<file path="config.mk">
export PLATFORM = sky130hd
export DESIGN_NAME = reg_write_arbiter_flat
export DESIGN_NICKNAME = d
export VERILOG_FILES = /design/src/rtl/reg_write_arbiter_pkg.sv /design/src/rtl/reg_write_arbiter_if.sv /design/src/rtl/reg_write_arbiter_rr_pick.sv /design/src/rtl/reg_write_arbiter.sv /design/src/flat_wrapper.sv
export SDC_FILE = /design/constraint.sdc
export NUM_CORES = 1
export LEC_CHECK = 0
export BUFFER_PORTS_ARGS = -buffer_cell sky130_fd_sc_hd__buf_2
export CORE_AREA = 5 5 62 64
export DETAILED_ROUTE_END_ITERATION = 10
export DIE_AREA = 0 0 67 69
export PLACE_DENSITY = 0.89
export SLEW_MARGIN = 20
export SYNTH_ARGS = -nofsm -noshare
export SYNTH_HDL_FRONTEND = slang
export SYNTH_SLANG_ARGS = --single-unit
</file>
<file path="constraint.sdc">
create_clock -name clk -period 5.8 [get_ports clk]
set_clock_uncertainty 0.15 [all_clocks]
set_input_delay 0.87 -clock clk [delete_from_list [all_inputs] [get_ports clk]]
set_output_delay 0.87 -clock clk [all_outputs]
set_load 0.005 [all_outputs]
</file>
<file path="src/rtl/reg_write_arbiter_pkg.sv">
// Shared types and helpers for the round-robin register write arbiter.
package arb_pkg;

  typedef enum logic {IDLE, HOLD} arb_state_t;

  function automatic int rr_idx_w(input int n);
    return (n > 1) ? $clog2(n) : 1;
  endfunction

endpackage

</file>
<file path="src/rtl/reg_write_arbiter_if.sv">
// Requester-side bus of the arbiter: requests, locks, data, grants and register view.
interface reg_write_arbiter_if #(
  parameter int NREQ  = 4,
  parameter int WIDTH = 8
);
  import arb_pkg::*;

  logic [NREQ-1:0]           req;
  logic [NREQ-1:0]           lock;
  logic [NREQ*WIDTH-1:0]     wdata;
  logic [NREQ-1:0]           gnt;
  logic [WIDTH-1:0]          q;
  logic [WIDTH-1:0]          qn;
  logic [rr_idx_w(NREQ)-1:0] owner;
  logic                      owner_valid;

  modport master (
    output req, lock, wdata,
    input  gnt, q, qn, owner, owner_valid
  );

  modport slave (
    input  req, lock, wdata,
    output gnt, q, qn, owner, owner_valid
  );

endinterface

</file>
<file path="src/rtl/reg_write_arbiter_rr_pick.sv">
// Combinational round-robin search: first set request at or after ptr, wrapping to 0.
module rr_pick
  import arb_pkg::*;
#(
  parameter int N = 4
) (
  input  logic [N-1:0]           req,
  input  logic [rr_idx_w(N)-1:0] ptr,
  output logic                   valid,
  output logic [rr_idx_w(N)-1:0] idx
);
  localparam int IW = rr_idx_w(N);

  int pos;

  // Scan from the farthest candidate back to ptr so the nearest hit is assigned last.
  always_comb begin
    valid = 1'b0;
    idx   = '0;
    pos   = 0;
    for (int i = N - 1; i >= 0; i--) begin
      pos = int'(ptr) + i;
      if (pos >= N) pos = pos - N;
      if (req[pos]) begin
        valid = 1'b1;
        idx   = IW'(pos);
      end
    end
  end

endmodule

</file>
<file path="src/rtl/reg_write_arbiter.sv">
// Round-robin arbiter owning one shared WIDTH-bit register, with bounded multi-cycle locks.
//   state | meaning
//   IDLE  | arbitrate among req from ptr each cycle; winner writes q
//   HOLD  | owner has exclusive access; others stall until release or timeout
module reg_write_arbiter
  import arb_pkg::*;
#(
  parameter int NREQ     = 4,
  parameter int WIDTH    = 8,
  parameter int MAX_HOLD = 8
) (
  input logic              clk,
  input logic              rst,
  reg_write_arbiter_if.slave bus
);
  localparam int IW = rr_idx_w(NREQ);
  localparam int HW = rr_idx_w(MAX_HOLD);

  arb_state_t        state, state_nxt;
  logic [IW-1:0]     ptr, ptr_nxt;
  logic [IW-1:0]     owner, owner_nxt;
  logic [HW-1:0]     hold_left, hold_left_nxt;
  logic [IW-1:0]     pick_idx, sel;
  logic              pick_valid;
  logic              wr_en;
  logic [NREQ-1:0]   gnt;
  logic [WIDTH-1:0]  wsel;
  logic [WIDTH-1:0]  q_r, qn_r;

  rr_pick #(.N(NREQ)) u_pick (
    .req   (bus.req),
    .ptr   (ptr),
    .valid (pick_valid),
    .idx   (pick_idx)
  );

  always_comb begin
    state_nxt     = state;
    ptr_nxt       = ptr;
    owner_nxt     = owner;
    hold_left_nxt = hold_left;
    gnt           = '0;
    wr_en         = 1'b0;
    sel           = owner;
    case (state)
      IDLE: begin
        sel = pick_idx;
        if (pick_valid) begin
          gnt[pick_idx] = 1'b1;
          wr_en         = 1'b1;
          ptr_nxt       = (pick_idx == IW'(NREQ - 1)) ? '0 : pick_idx + IW'(1);
          if (bus.lock[pick_idx]) begin
            state_nxt     = HOLD;
            owner_nxt     = pick_idx;
            hold_left_nxt = HW'(MAX_HOLD - 1);
          end
        end
      end
      HOLD: begin
        gnt[owner] = bus.req[owner];
        wr_en      = bus.req[owner];
        if (bus.req[owner]) hold_left_nxt = hold_left - HW'(1);
        // hold_left reaching zero marks the final write of this lock
        if (!bus.req[owner] || !bus.lock[owner] || hold_left == '0) begin
          state_nxt     = IDLE;
          hold_left_nxt = '0;
        end
      end
      default: state_nxt = IDLE;
    endcase
  end

  assign wsel = bus.wdata[sel*WIDTH +: WIDTH];

  always_ff @(posedge clk) begin
    if (rst) begin
      state     <= IDLE;
      ptr       <= '0;
      owner     <= '0;
      hold_left <= '0;
      q_r       <= '0;
      qn_r      <= '1;
    end else begin
      state     <= state_nxt;
      ptr       <= ptr_nxt;
      owner     <= owner_nxt;
      hold_left <= hold_left_nxt;
      if (wr_en) begin
        q_r  <= wsel;
        qn_r <= ~wsel;
      end
    end
  end

  // No writes can land while reset is held, so grants are suppressed too.
  assign bus.gnt         = rst ? '0 : gnt;
  assign bus.q           = q_r;
  assign bus.qn          = qn_r;
  assign bus.owner       = owner;
  assign bus.owner_valid = (state == HOLD);

  gnt_onehot: assert property (@(posedge clk) disable iff (rst) $onehot0(bus.gnt));

endmodule
</file>
<file path="src/flat_wrapper.sv">
// flat-port wrapper written by rule: the top's interface ports become plain ports
module reg_write_arbiter_flat import arb_pkg::*;
#(
  parameter int NREQ     = 4,
  parameter int WIDTH    = 8,
  parameter int MAX_HOLD = 8
)
  (clk, rst, bus_req, bus_lock, bus_wdata, bus_gnt, bus_q, bus_qn, bus_owner, bus_owner_valid);
  reg_write_arbiter_if #(.NREQ(NREQ), .WIDTH(WIDTH)) bus_i ();
  input logic clk;
  input logic rst;
  input wire logic [$bits(bus_i.req)-1:0] bus_req;
  input wire logic [$bits(bus_i.lock)-1:0] bus_lock;
  input wire logic [$bits(bus_i.wdata)-1:0] bus_wdata;
  output wire logic [$bits(bus_i.gnt)-1:0] bus_gnt;
  output wire logic [$bits(bus_i.q)-1:0] bus_q;
  output wire logic [$bits(bus_i.qn)-1:0] bus_qn;
  output wire logic [$bits(bus_i.owner)-1:0] bus_owner;
  output wire logic [$bits(bus_i.owner_valid)-1:0] bus_owner_valid;
  assign bus_i.req = bus_req;
  assign bus_i.lock = bus_lock;
  assign bus_i.wdata = bus_wdata;
  assign bus_gnt = bus_i.gnt;
  assign bus_q = bus_i.q;
  assign bus_qn = bus_i.qn;
  assign bus_owner = bus_i.owner;
  assign bus_owner_valid = bus_i.owner_valid;
  reg_write_arbiter #(.NREQ(NREQ), .WIDTH(WIDTH), .MAX_HOLD(MAX_HOLD)) u_core (.clk(clk), .rst(rst), .bus(bus_i));
endmodule
</file>
; ---- After elaboration in Yosys (flattened, before gate mapping)
; Cells that the tools add are included.
[classes]
n_eq_ne = 4
bitwise = 3
n_lt_le_gt_ge = 12
n_shift = 1
n_reduce_logical = 10
n_addsub = 9
muxes = 50
[op_table]
columns = op, n
row1 = $lt A32 B4 Y1 const B, 4
row2 = $mux W32, 4
row3 = $ge A32 B4 Y1 const B, 1
row4 = $shiftx A32 B6 Y8, 1
row5 = $sub A32 B4 Y32 const B, 1
row6 = $mux W1, 21
row7 = $bmux W1 S2, 7
row8 = $mux W2, 6
row9 = $mux W3, 4
row10 = $mux W4, 2
row11 = $not A8 Y8, 1
row12 = $pmux W4 S2, 1
row13 = $sub A3 B3 Y4 const B, 2
row14 = $add A2 B2 Y3 const B, 2
row15 = $ge A3 B3 Y1 const B, 2
row16 = $lt A2 B3 Y1 const B, 2
row17 = $pmux W3 S2, 1
row18 = $reduce_and A3 Y1, 2
row19 = $and A4 B4 Y4, 1
row20 = $demux W1 S2, 2
row21 = $ge A2 B1 Y1 const B, 2
row22 = $ne A2 B1 Y1 const B, 2
row23 = $pmux W1 S2, 2
row24 = $sub A2 B3 Y4 const B, 1
row25 = 12 further kinds, 15
[totals]
ff_bits = 24
wordCells = 95
input_bits = 42

; ---- Logic depth before layout (Yosys ltp)
[depth]
ltp_word = 17
mapped_depth = 8
mapped_depth_nobuf = 8

; ---- Cells and area by module
; Synthesis repeated with hierarchy kept, for this count alone.
[hier_totals]
hier_cells = 137
hier_area_um2 = 1440.1
[by_module_without_submodules]
columns = module, n_inst, seq_area_each_um2, area_each_um2, cells_each
row1 = reg_write_arbiter, 1, 480.5, 1362.6, 124
row2 = rr_pick, 1, 0.0, 77.6, 13

; ---- Worst setup path after synthesis
; OpenSTA, ideal clock, no wires.
[synth_path]
path_type = input to output
startpoint = in bus_req[0]
endpoint = out bus_gnt[0]
arrival_time_ps = 2256
required_time_ps = 4780
slack_ps = 2524
path_buffers = 1
cell_stages = 8
path_cell_list = buf_2 > nor2b_1 > or4_4 > nand2_2 > inv_1 > ha_1 > a32oi_1 > nor2_1
[synth_via]
elab_chain_cells = 14
word_cells_on_any_way = 31
[synth_rtl]
columns = item, line
row1 = "start, declared", flat_wrapper.sv:12  ; input wire logic [$bits(bus_i.req)-1:0] bus_req;
row2 = $bmux W1 S2, reg_write_arbiter_rr_pick.sv:24  ; if (req[pos]) begin
row3 = $mux W1 (not written as such) (2 in a row), reg_write_arbiter_rr_pick.sv:24
row4 = $mux W2 (3 in a row), reg_write_arbiter_rr_pick.sv:24
row5 = $mux W2 *, reg_write_arbiter_rr_pick.sv:24
row6 = named net u_core.pick_idx[0], reg_write_arbiter.sv:23  ; logic [IW-1:0] pick_idx, sel;
row7 = $lt A2 B3 Y1 (not written as such) / $ge A2 B1 Y1 (equally long branches), reg_write_arbiter.sv:49  ; gnt[pick_idx] = 1'b1;
row8 = $logic_and A1 B1 Y1 (not written as such), reg_write_arbiter.sv:49
row9 = $mux W1 (not written as such), reg_write_arbiter.sv:49
row10 = $demux W1 S2 *, --
row11 = $mux W4 *, reg_write_arbiter.sv:48  ; if (pick_valid) begin
row12 = $pmux W4 S2 *, reg_write_arbiter.sv:45  ; case (state)
row13 = $mux W4 *, reg_write_arbiter.sv:96  ; assign bus.gnt = rst ? '0 : gnt;
row14 = "end, declared", flat_wrapper.sv:15  ; output wire logic [$bits(bus_i.gnt)-1:0] bus_gnt;
; The timed path passes the listed nets; every way through them passes the cells marked *. The select of a mux whose other input is x is not followed.

; ---- Worst setup path in the final report
[layout_path]
startpoint = in bus_req[2]
endpoint = out bus_gnt[0]
; The elaborated chain is that of the path after synthesis.

==> flow_summary.toml <==
[cells_and_area]
final_nets = 307
final_cell_area_um2 = 2030
final_core_util = 0.627
drive_above_1_share = 0.333
diodes = 0
area_growth_syn_to_layout_pct = 24.8

[critical_path]
arrival_ns = 2.51
r2r_end = "u_core.bus.qn[2]"
cp_slowest_cell = "or4b_4"
cpLargestDelayFamily = "simple AND/OR/NAND/NOR gates"
critical_path_class = "input pin to primary output"
cp-startpoint = "bus_req[2]"
path_buf_inv = 3
cpMostUsedCell = "buf_2"
reg2reg_depth = 6
crit_fanout = 7
endpoint = "bus_gnt[0]"
worst_setup_path_start_kind = "input pin"
cp_cell_sequence = "buf_2 > nor2b_1 > or4b_4 > nand2_2 > inv_1 > ha_1 > a32oi_1 > nor2_1 > buf_2"
required_ns = 4.78
cp.depth = 9
reg2reg_from = "u_core.bus.owner_valid"
end_kind = "primary output"
slowest_delay_ns = 0.56
ff2ff_setup_slack_ns = 2.95

[power]
pwr_density_cell_nw_per_um2 = 446
leakagePower_nw = 0.945
power_uw = 903
vdd.ir_drop.worst_mv = 0.188

[grt]
grt.overflow.total = 0
grt_max_degree = 21
grt_usage = 0.200
antenna_found_initial = 0
grt_pass1_wl_um = 7530
grt_pass1_vias = 1695

[clock_network]
clkSinkCount = 24
clockRootBuffer = "clkbuf_4"
clkTransAtPathRegs_ns = 0.14
cts_setup_buffers = 0
cts-htree-levels = 1
cts_buffers = 3
clk_path_buf_depth = 2
hold_buffers = 0
cts_resized = 0
cts_tree = "yes"
clkLatencyLatePin_ns = 0.32

[sta]
max_slew_margin = 0.455
hold_slack_ns = 0.315
hold_viol = 0
setup_viol = 0
rsz0062_at_grt = "false"
tightest_slew_ns = 0.809
timing.final.crit_share = 0.609
timing.fmax_ghz = 0.283
layout_min_cycle_time_ns = 3.53
final_max_slew_viol_count = 0
fin_setup_tns_ns = 0

[place]
placed_area_um2 = 1960
place_congestion = 0.915
place_hpwl_um = 3570
port_buffers = 64

[synth]
synth_edf_count = 0
synth_cell_types = 49
syn_area_um2 = 1620
synth_fp_nets = 246
synth.avg_cell_area_um2 = 8.20
synth_ff_type = "dfxtp_1"
synth-async-reset-ratio = 0
ys_seq_area_frac = 0.296
yosysWarningCount = 0
ys_ff_latch = 24
synth_cells = 198

[run_status]
outcome = "finished, final reports clean"

[die]
die-area_um2 = 4620
core_um2 = 3230
die_w_um = 67
rows = 21
pin_count = 65
die_y_um = 69
start_util = 0.502

[drt]
viasPerCell = 5.68
drt-pass1-iter-count = 4
routed_wl_um = 4480
drc = 0
via_count = 1727
antenna_left = 0
drt_iter0_markers = 106
drt-wirelength-per-cell_um = 14.7

[hold_path]
hp-class = "flop to flop"

[flow_run]
cap_viol_max_count = 0
==> flip-flops by register name, indices dropped and copies added (netlist names) <==
signal,count
u_core.bus.owner,2
u_core.bus.owner_valid,1
u_core.bus.q,8
u_core.bus.qn,8
u_core.hold_left,3
u_core.ptr,2
==> worst min path at each step <==
stage | startpoint | endpoint | slack [ns] | depth (start not counted)
2_1_floorplan | u_core.bus.q[2] | u_core.bus.q[2] | 0.30 | 2
3_3_place_gp | u_core.bus.q[6] | u_core.bus.q[6] | 0.29 | 2
3_5_place_dp | u_core.bus.qn[2] | u_core.bus.qn[2] | 0.30 | 1
4_1_cts | u_core.bus.q[2] | u_core.bus.q[2] | 0.32 | 2
5_1_grt | u_core.bus.qn[2] | u_core.bus.qn[2] | 0.35 | 1
6_report | u_core.bus.q[2] | u_core.bus.q[2] | 0.32 | 2
==> stage by stage <==
stage,setup slack (ns),cells
6_report,2.27,304
5_1_grt,2.11,304
4_1_cts,2.27,304
3_5_place_dp,2.27,300
3_3_place_gp,2.31,300
2_1_floorplan,2.52,198
==> cell type report <==
cell class              count  area (um^2)
multi-input cells         155         1070
clock buffers               3         22.5
flip-flops and latches     24          480
well taps                  46         57.6
inverters                  10         37.5
repair buffers             65          328
fillers                   312         1210
clock inverters             1         30.0
==> layer usage <==
metal  track usage  part of all wire  up-vias
li1              -                 -      848
met1         0.250              0.41      810
met2         0.345              0.50       62
met3        0.0276             0.071        7
met4        0.0653             0.013        0
met5             0                 0        -
==> cells in the mapped netlist, drive strengths merged (5+ instances only) <==
cell type  number  area (um^2)
mux2i          12          120
nor2           10         40.0
o22a            5         43.8
ha              6         75.1
dfxtp          24          480
nand3          15         75.1
o21a            8         60.1
o21ai          11         58.8
nand2          34          130
a21oi           8         40.0
inv            10         37.5
nor2b           7         43.8
buf             6         37.5
==> kinds of logic after synthesis <==
family                   count (synthesis)  share of synthesized area
multiplexers                            15                      0.102
buffers and inverters                   19                     0.0532
AO/OA/AOI/OAI                           54                      0.248
adder cells (fa/ha/maj)                  6                     0.0463
AND/OR/NAND/NOR                         80                      0.254
flip-flops                              24                      0.296
==> power breakdown <==
part	internal [mW]	switching [mW]	leakage [nW]
clock network	0.0699	0.0549	0.0279
logic	0.232	0.259	0.718
registers	0.227	0.0600	0.199
total	0.529	0.374	0.945
==> cell usage in the layout (no fill, tap or decap), types with 3 or more instances in the layout <==
cell type / n
inv_1: 10
nor2b_1: 7
o21a_1: 8
nor2_1: 9
nand2_1: 33
o21ai_0: 8
mux2i_1: 12
dfxtp_1: 24
ha_1: 6
clkbuf_4: 3
o22a_1: 5
a21oi_1: 8
nand3_1: 15
buf_2: 64
==> worst reg2reg max path, cell delays in order (launching register included) <==
cell	delay (ns)
dfxtp_1	0.83
inv_1	0.37
a311o_1	0.50
o21ai_2	0.17
or2b_2	0.38
o22a_1	0.25
o21a_1	0.11
No activity file was read; power rests on OpenSTA's default activity.
